[src/rtl/sim_run_monitor.sv]
// Run controller for riscv_top: reset hold, cycle/char statistics, halt, watchdog.
// Optional stall detection is built when RUN_MON_STALL_DETECT_EN is defined.
module sim_run_monitor #(
  parameter int unsigned RST_CYCLES  = 25,
  parameter int unsigned CNT_W       = 32,
  parameter int unsigned TIMEOUT     = 2500000,
  parameter logic [31:0] CHAR_ADDR   = 32'h0003_0000,
  parameter logic [31:0] HALT_ADDR   = 32'h0003_0004,
  parameter int unsigned STALL_LIMIT = 1024
) (
  input  logic             clk,
  input  logic             rst,
  input  logic             io_we,
  input  logic [31:0]      io_addr,
  input  logic [7:0]       io_wdata,
  input  logic             activity,
  output logic             core_rst,
  output logic             running,
  output logic             done,
  output logic             timeout,
  output logic             stalled,
  output logic [7:0]       exit_code,
  output logic [CNT_W-1:0] cycle_count,
  output logic [CNT_W-1:0] char_count
);

  localparam int unsigned RstEff = (RST_CYCLES == 0) ? 1 : RST_CYCLES;
  localparam int unsigned HoldW  = $clog2(RstEff + 1);
  localparam logic [HoldW-1:0] HoldLast   = HoldW'(RstEff - 1);
  localparam logic [CNT_W-1:0] TimeoutCnt = CNT_W'(TIMEOUT);

  typedef enum logic [2:0] {
    StHold,
    StRun,
    StDone,
    StTout
`ifdef RUN_MON_STALL_DETECT_EN
    , StStall
`endif
  } state_e;

  state_e           state_q, state_d;
  logic [HoldW-1:0] hold_q, hold_d;
  logic [CNT_W-1:0] cycle_q, cycle_d;
  logic [CNT_W-1:0] char_q, char_d;
  logic [7:0]       exit_q, exit_d;
  logic             char_hit, halt_hit;

  assign char_hit = io_we && (io_addr == CHAR_ADDR);
  assign halt_hit = io_we && (io_addr == HALT_ADDR);

`ifdef RUN_MON_STALL_DETECT_EN
  logic [31:0] idle_q, idle_d;
`else
  logic unused_activity;
  assign unused_activity = activity;
`endif

  always_comb begin
    state_d = state_q;
    hold_d  = hold_q;
    cycle_d = cycle_q;
    char_d  = char_q;
    exit_d  = exit_q;
`ifdef RUN_MON_STALL_DETECT_EN
    idle_d  = idle_q;
`endif
    unique case (state_q)
      StHold: begin
        hold_d = hold_q + 1'b1;
        if (hold_q == HoldLast) state_d = StRun;
      end
      StRun: begin
        if (cycle_q != '1) cycle_d = cycle_q + 1'b1;
        if (char_hit && (char_q != '1)) char_d = char_q + 1'b1;
`ifdef RUN_MON_STALL_DETECT_EN
        idle_d = (activity || char_hit || halt_hit) ? '0 : idle_q + 1'b1;
`endif
        // Halt beats timeout beats stall when they land on the same edge.
        if (halt_hit) begin
          exit_d  = io_wdata;
          state_d = StDone;
        end else if ((TIMEOUT != 0) && (cycle_d == TimeoutCnt)) begin
          state_d = StTout;
        end
`ifdef RUN_MON_STALL_DETECT_EN
        else if (idle_d == STALL_LIMIT) begin
          state_d = StStall;
        end
`endif
      end
      default: ;
    endcase
  end

  always_ff @(posedge clk) begin
    if (rst) begin
      state_q  <= StHold;
      hold_q   <= '0;
      cycle_q  <= '0;
      char_q   <= '0;
      exit_q   <= '0;
      core_rst <= 1'b1;
      running  <= 1'b0;
      done     <= 1'b0;
      timeout  <= 1'b0;
    end else begin
      state_q  <= state_d;
      hold_q   <= hold_d;
      cycle_q  <= cycle_d;
      char_q   <= char_d;
      exit_q   <= exit_d;
      core_rst <= (state_d != StRun);
      running  <= (state_d == StRun);
      done     <= (state_d == StDone);
      timeout  <= (state_d == StTout);
    end
  end

`ifdef RUN_MON_STALL_DETECT_EN
  always_ff @(posedge clk) begin
    if (rst) begin
      idle_q  <= '0;
      stalled <= 1'b0;
    end else begin
      idle_q  <= idle_d;
      stalled <= (state_d == StStall);
    end
  end
`else
  assign stalled = 1'b0;
`endif

  assign exit_code   = exit_q;
  assign cycle_count = cycle_q;
  assign char_count  = char_q;

endmodule

[config.mk]
export PLATFORM = sky130hd
export DESIGN_NAME = sim_run_monitor
export DESIGN_NICKNAME = d
export VERILOG_FILES = /design/src/rtl/sim_run_monitor.sv
export SDC_FILE = /design/constraint.sdc
export NUM_CORES = 1
export LEC_CHECK = 0
export ABC_CLOCK_PERIOD_IN_PS = 3800
export CELL_PAD_IN_SITES_DETAIL_PLACEMENT = 1
export CELL_PAD_IN_SITES_GLOBAL_PLACEMENT = 1
export CORE_ASPECT_RATIO = 1.75
export CORE_MARGIN = 1.5
export CORE_UTILIZATION = 36
export DETAILED_ROUTE_END_ITERATION = 16
export MAX_ROUTING_LAYER = met4
export PLACE_DENSITY = 0.79
export SLEW_MARGIN = 10
export SYNTH_ARGS = -nofsm -noshare
export SYNTH_HDL_FRONTEND = slang
export SYNTH_SLANG_ARGS = --single-unit
export TNS_END_PERCENT = 20
[constraint.sdc]
create_clock -name clk -period 3.8 [get_ports clk]
set_clock_uncertainty 0.2 [all_clocks]
set_input_delay 0.57 -clock clk [delete_from_list [all_inputs] [get_ports clk]]
set_output_delay 0.57 -clock clk [all_outputs]
set_load 0.01 [all_outputs]
==> impl_metrics.ini, run 1 <==
[cts]
path_clk_slew_ps = 60
cts_buffers = 9
insertion_delay_ps = 340
cts-root-buf = clkbuf_16
h-tree-depth = 3
post-cts-setup-buffer-count = 0
cts.sinks = 84
cts_tree = built
clock_path_buffers = 2
cts_resized = 0
ctsHoldBuffers = 0

[layout]
nets = 703
n_antenna_cell = 0
drive_above_1_share_pct = 7.42
syn2layout_area_growth_pct = 35.2
stdcell_count = 825

[die]
start_util_pct = 37.2
die_y_um = 151
core_area_sq_um = 12100
die_area_sq_um = 13200
rows = 53
fp.dieW_um = 87.6
ios = 121

[timing]
finalSetupViolCount = 0
slew_headroom_pct = 36.4
rsz0062_at_grt = no
finalCriticalPeriod_ps = 3020
finalWorstSetupSlack_ps = 785
worstMarginPinSlew_ps = 954
clock.fmax_mhz = 332
slew_viol_final = 0
timing.setup.tns_ps = 0
hold_ws_ps = 298
hold_violations = 0
period_share_pct = 79.4

[synthesis]
synth-edff-count = 0
syn_nets = 592
yosysSeqAreaShare_pct = 37.3
synth.area.top_cells = dfxtp_1 (37%), nor2_1 (6.8%), xnor2_1 (5.8%)
avgSynthCellArea_sq_um = 8.29
ys.flop_type = dfxtp_1
ys_async_sr_fraction_pct = 0
synth_top_cell_by_area = dfxtp_1
syn_inst = 544
yosys_warnings = 0
netlist_area_sq_um = 4510
synth_seq_cells = 84
ys_types = 60
yosys.area.top_type_share_pct = 37.3

[worst_setup_path]
cp_top_family = compound AO/OA/AOI/OAI gates
cp_cell_sequence = ha_1, nand3_1, nor4_4, buf_4, nand3_2, a211o_1, a2111oi_4, nand4_2, o21a_1
max_stage_delay_ps = 470
crit_type = register to register
path_buf_inv = 1
worstSetupEndpointType = register
cp_slowest_cell = dfxtp_1
critPathMaxFanout = 9
cp_data_required_time_ps = 3830
start_kind = register
cp.arrival_ps = 3050

[grt]
antenna_found_initial = 0
grt_pass1_wl_um = 23200
grt_max_degree = 52
grt_pass1_vias = 4690
grt_remaining_overflow = 0
track_usage_pct = 23.0

[min_path]
hold_path_class = register to register

[placed_design]
dp.cells = 809
gp_congestion = 0.943
hpwlAfterDp_um = 10900
pre_cts_slack_ps = 506
portBuffers = 118

[drt]
firstDrtPassIters = 4
wl_per_cell_um = 17.2
drtIter0Drc = 128
via_per_inst = 5.48
vias = 4517
ant_nets = 0
wl_um = 14200
drc = 0

[pwr]
ir_worst_vdd_mv = 0.195
p_per_area_nw_per_um2 = 302
leakage_nw = 1.99

[status]
status = finished clean

[run]
cap_violations = 0
-- area by class of cell --
class | count | area [sq um]
Fill cell | 1488 | 6040
Clock buffer | 12 | 246
Timing Repair Buffer | 129 | 1260
Multi-Input combinational cell | 419 | 2610
Clock inverter | 4 | 48.8
Inverter | 12 | 45.0
Tap cell | 165 | 206
Sequential cell | 84 | 1680
-- worst paths after layout --
path / startpoint / end / slack (ps) / cells after the start
hold reg to reg: exit_code[1] / exit_code[1] / 300 / 2
hold / removal: exit_code[1] / exit_code[1] / 300 / 2
setup reg to reg: cycle_count[0] / running / 780 / 9
setup / recovery: cycle_count[0] / running / 780 / 9
-- worst min-delay path: stages, from the launching register on --
cell and delay, ps:
dfxtp_1 330, mux2i_1 70, nor2_1 70
-- placed cells by master (no fill, tap or decap), types with 3 or more instances in the layout --
| master | instances |
|---|---|
| a21oi_1 | 20 |
| a31oi_1 | 5 |
| and2_1 | 5 |
| and3_1 | 9 |
| and4_1 | 6 |
| buf_4 | 11 |
| clkbuf_16 | 9 |
| clkdlybuf4s50_1 | 117 |
| dfxtp_1 | 84 |
| ha_1 | 4 |
| inv_1 | 12 |
| mux2_2 | 3 |
| mux2i_1 | 11 |
| nand2_1 | 37 |
| nand3_1 | 32 |
| nand4_1 | 27 |
| nand4_2 | 3 |
| nor2_1 | 82 |
| nor2b_1 | 3 |
| nor3_1 | 21 |
| nor4_1 | 16 |
| nor4_2 | 3 |
| o21ai_0 | 17 |
| o21ai_1 | 3 |
| or3_1 | 19 |
| xnor2_1 | 30 |
| xor2_1 | 28 |
-- per-stage QoR --
step	total power (W)	area (sq um)	util, %
2_1_floorplan	0.000929	4510	-
3_3_place_gp	0.000974	5800	47.8
3_5_place_dp	0.000977	5800	47.8
4_1_cts	0.00186	6100	50.3
5_1_grt	0.00190	6100	50.3
6_report	0.00184	6100	50.3
-- report_power, final --
group	total, W	leakage, nW	internal, W	switching (W)
Clock	0.000887	0.147	0.000527	0.000360
Sequential	0.000886	0.677	0.000883	0.00000325
Combinational	0.0000698	1.17	0.0000435	0.0000263
Total	0.00184	1.99	0.00145	0.000390
-- state kept, by name, indices dropped and copies added, names as in the netlist --
register	flops
running	1
timeout	1
char_count	32
core_rst	1
done	1
hold_q	5
state_q	3
exit_code	8
cycle_count	32
-- routing by layer --
layer | GRT usage (%) | wire length [um] | share of wire (%)
met5 | - | 0 | 0
met1 | 23.0 | 5110 | 36
met4 | 10.7 | 496 | 3.5
met3 | 3.32 | 510 | 3.6
met2 | 42.7 | 8080 | 57
-- cells by family after synthesis --
kind of cell               after synthesis  synth area share (%)
and+or+nand+nor                        284                  33.9
DFF                                     84                  37.3
AOI/OAI and AO/OA                       58                  8.18
xor gates and xnor gates                58                  11.3
buffers and inverters                   41                  4.99
muxes                                   14                  3.19
adders and majority gates                4                  1.11
other                                    1                0.0831
-- cells in the mapped netlist, types with 9 or more instances --
cell type / instances
dfxtp_1: 84
nor2_1: 82
nand2_1: 37
nand3_1: 32
xnor2_1: 30
xor2_1: 28
nand4_1: 27
nor3_1: 21
a21oi_1: 20
or3_1: 19
nor4_1: 17
o21ai_0: 17
inv_1: 12
clkbuf_1: 11
mux2i_1: 11
and3_1: 9
(Power assumes the default switching activity.)
==> run 2: changes to the inputs <==
Settings changed: ABC_CLOCK_PERIOD_IN_PS 3800 to 2830.
Clock period 3.8 ns to 2.83 ns, I/O delays scaled along.
==> run 2 against run 1 <==
Against the previous run:
- clock power increased by 57%
- critical endpoint unchanged
- final cell count up 5.0%
- global-route usage rose by 2.1 points
- count of clock-buffer cells in the layout down 2
==> impl_metrics.ini, run 2 (synthesis results as in run 1) <==
[worst_setup_path]
cp_data_required_time_ps = 2860
max_stage_delay_ps = 520
cpMostUsedCell = nand4_2
critPathMaxFanout = 8
cp.arrival_ps = 2730
cp_cell_sequence = nand4_2, nor4_4, buf_4, nand4_1, mux2i_1, nor4b_4, nand4_2, o21a_1
worstSetupEndpointType = register
crit_type = register to register
cp_slowest_cell = dfxtp_1
start_kind = register

[die]
die_y_um = 151
fp.dieW_um = 87.6
rows = 53
start_util_pct = 37.2
ios = 121
die_area_sq_um = 13200
core_area_sq_um = 12100

[layout]
final_cell_mix = clkdlybuf4s50_1 (117), nor2_1 (82), dfxtp_1 (82)
n_antenna_cell = 0
drive_above_1_share_pct = 13.6
nets = 744
final_common_cell = clkdlybuf4s50_1
syn2layout_area_growth_pct = 43.9

[timing]
slew_headroom_pct = 53.1
clock.fmax_mhz = 371
rsz0062_at_grt = yes
finalCriticalPeriod_ps = 2690
finalWorstSetupSlack_ps = 137
worstMarginPinSlew_ps = 698
period_share_pct = 95.2
finalSetupViolCount = 0
slew_viol_final = 0
hold_ws_ps = 284
hold_violations = 0

[drt]
wl_um = 15300
via_per_inst = 5.46
firstDrtPassIters = 4
vias = 4725
drc = 0
drtIter0Drc = 168
ant_nets = 0
wl_per_cell_um = 17.7

[placed_design]
hpwlAfterDp_um = 11600
portBuffers = 118
gp_congestion = 0.927
pre_cts_slack_ps = -88.6

[cts]
cts.sinks = 84
insertion_delay_ps = 340
cts_tree = built
cts-root-buf = clkbuf_16
clock_path_buffers = 2
path_clk_slew_ps = 60
cts_buffers = 9
ctsHoldBuffers = 0
h-tree-depth = 3

[grt]
met2_usage_pct = 47.0
antenna_found_initial = 0
grt_max_degree = 83
grt_pass1_wl_um = 25100
top_usage_layer = met2
gr-usage-met1_pct = 24.2
grt_remaining_overflow = 0
met3_usage_pct = 4.25
track_usage_pct = 25.0
grt_pass1_vias = 5131

[min_path]
hold_path_class = primary input to register

[status]
status = finished clean

[pwr]
p_per_area_nw_per_um2 = 412
ir_worst_vdd_mv = 0.397
leakage_nw = 2.23

[run]
cap_violations = 0
==> run 2: changes by cell type in the layout (fill, tap and decap cells not counted), sizes merged <==
cell	previous run	this run
buf	12	53
bufinv	1	3
clkbuf	12	10
clkinv	3	2
clkinvlp	0	1
==> run 2: per-stage QoR <==
stage | cells | setup TNS (ps) | instance area [sq um] | utilization, % | total power [W]
6_report | 866 | 0 | 6490 | 53.5 | 0.00267
5_1_grt | 866 | -5.43 | 6490 | 53.5 | 0.00276
4_1_cts | 864 | 0 | 6470 | 53.3 | 0.00270
3_5_place_dp | 848 | -477 | 6120 | 50.4 | 0.00131
3_3_place_gp | 848 | -145 | 6120 | 50.4 | 0.00131
2_1_floorplan | 544 | 0 | 4510 | - | 0.00125
==> run 2: area by class of cell <==
| cell class | count | area (sq um) |
|---|---|---|
| well taps | 165 | 206 |
| fillers | 1456 | 5640 |
| flip-flops and latches | 84 | 1680 |
| multi-input cells | 419 | 2620 |
| repair buffers | 170 | 1590 |
| inverters | 12 | 45.0 |
| clock buffers | 10 | 239 |
| clock inverters | 6 | 111 |
==> run 2: critical path: cells and delay by family (launching register included) <==
| family | cells | cell delay (ps) |
|---|---|---|
| simple gates | 5 | 1200 |
| flops | 1 | 520 |
| buf+inv | 1 | 220 |
| mux | 1 | 220 |
| compound gates | 1 | 210 |
==> run 2: path summary, 6_finish.rpt <==
kind | from | slack [ps] | cells after the start | end
max | cycle_count[11] | 140 | 8 | running
min | rst | 280 | 4 | timeout
max reg2reg | cycle_count[11] | 140 | 8 | running
min reg2reg | exit_code[5] | 310 | 2 | exit_code[5]
==> run 2: layer usage <==
layer	up-vias	part of all wire [%]
li1	2235	-
met1	2286	35
met2	160	57
met3	44	4.1
met4	0	3.9
met5	-	0
==> run 2: where the power goes <==
part           internal [W]  switching (W)
registers           0.00119     0.00000445
clock network      0.000887       0.000499
logic             0.0000605      0.0000359
==> run 2: timing repair <==
action | CTS | global route
setup endpoints to repair | 0 | 6
resized for setup | 0 | 3
buffers inserted | 0 | 2
==> run 3: changes to the inputs <==
Settings changed: CORE_ASPECT_RATIO 1.75 to not set.
==> run 3 against run 2 <==
Against the previous run:
- largest power group unchanged
- first-iteration DRC count grew 20%
- core utilization shrank 0.20 points
- sequential share of layout area grew 0.11 points
- critical endpoint unchanged
- via count shrank 3.0%
==> impl_metrics.ini, run 3 (synthesis results as in run 1) <==
[timing]
rsz0062_at_grt = no
slew_viol_final = 0
finalWorstSetupSlack_ps = 121
clock.fmax_mhz = 369
worstMarginPinSlew_ps = 669
period_share_pct = 95.7
finalCriticalPeriod_ps = 2710
slew_headroom_pct = 55.0
finalSetupViolCount = 0
hold_violations = 0

[cts]
cts-root-buf = clkbuf_16
cts.sinks = 84
post-cts-setup-buffer-count = 0
path_clk_slew_ps = 70
cts_buffers = 9
insertion_delay_ps = 350
clock_path_buffers = 2
h-tree-depth = 3
ctsHoldBuffers = 0
cts_resized = 0
cts_tree = built

[layout]
final_cell_mix = clkdlybuf4s50_1 (117), dfxtp_1 (84), nor2_1 (82)
syn2layout_area_growth_pct = 43.1
stdcell_count = 868
n_antenna_cell = 0
nets = 743
final_common_cell = clkdlybuf4s50_1
drive_above_1_share_pct = 13.0

[grt]
gr-usage-met1_pct = 27.0
grt_max_degree = 31
antenna_found_initial = 0
met3_usage_pct = 5.96
top_usage_layer = met2
grt_remaining_overflow = 0
met2_usage_pct = 40.4
grt_pass1_wl_um = 24100
grt_pass1_vias = 4933
track_usage_pct = 23.6

[drt]
ant_nets = 0
via_per_inst = 5.28
wl_um = 14600
wl_per_cell_um = 16.8
drtIter0Drc = 202
vias = 4582
firstDrtPassIters = 4
drc = 0

[placed_design]
hpwlAfterDp_um = 11200
portBuffers = 118
pre_cts_slack_ps = -143
dp.cells = 852
gp_congestion = 0.877

[pwr]
ir_worst_vdd_mv = 0.337
p_per_area_nw_per_um2 = 401
leakage_nw = 2.22

[worst_setup_path]
max_stage_delay_ps = 470
cp_top_family = simple AND/OR/NAND/NOR gates
crit_type = register to register
cp_data_required_time_ps = 2870
worstSetupEndpointType = register
cp_slowest_cell = dfxtp_1
start_kind = register
critPathMaxFanout = 7
ff2ff_path_depth = 7
cp.arrival_ps = 2750
path_buf_inv = 0
cp_cell_sequence = nand4_1, nor4_4, nand3_2, a211o_1, a2111oi_4, nand4_2, o21a_1
path_depth = 7

[min_path]
hold_path_class = register to register
hold_path_depth = 2

[die]
fp.dieW_um = 115
start_util_pct = 37.3
ios = 121
die_y_um = 115
die_area_sq_um = 13200
rows = 40
core_area_sq_um = 12100

[run]
cap_violations = 0

[status]
status = finished clean
run 3: worst paths after layout:
| kind | end | startpoint | slack (ps) |
|---|---|---|---|
| worst max-delay path | running | cycle_count[28] | 120 |
| worst min-delay path | exit_code[6] | exit_code[6] | 300 |
| worst max register to register | running | cycle_count[28] | 120 |
| worst min register to register | exit_code[6] | exit_code[6] | 300 |
run 3: final cells by class:
cell class / count / area, sq um
well taps: 168 / 210
repair buffers: 169 / 1570
clock inverters: 6 / 87.6
fillers: 1464 / 5660
inverters: 12 / 45.0
multi-input cells: 419 / 2620
flip-flops and latches: 84 / 1680
clock buffers: 10 / 239
run 3: worst register-to-register path: cells and delay by family, from the launching register on:
| kind | cells | cell delay [ps] |
|---|---|---|
| compound gates | 3 | 910 |
| flops | 1 | 470 |
| simple gates | 4 | 1020 |
run 3: report_power, final:
part / internal (W) / switching [W]
clock: 0.000796 / 0.000505
sequential: 0.00119 / 0.00000439
combinational: 0.0000594 / 0.0000364
total: 0.00204 / 0.000545
run 3: routing by layer:
metal / part of all wire, % / up-vias
li1: - / 2230
met5: 0 / -
met3: 4.7 / 17
met4: 1.1 / 0
met1: 43 / 2230
met2: 51 / 105
run 3: metrics by stage:
| step | utilization (%) | total power, W | instance area [sq um] | TNS, ps | hold WS (ps) |
|---|---|---|---|---|---|
| detailed placement | 50.5 | 0.00131 | 6120 | -1540 | 289 |
| CTS | 53.2 | 0.00262 | 6450 | 0 | 308 |
| global placement | 50.5 | 0.00131 | 6120 | -205 | 275 |
| floorplan | - | 0.00125 | 4510 | 0 | 272 |
| global route | 53.3 | 0.00268 | 6450 | 0 | 332 |
| finish | 53.3 | 0.00259 | 6450 | 0 | 304 |
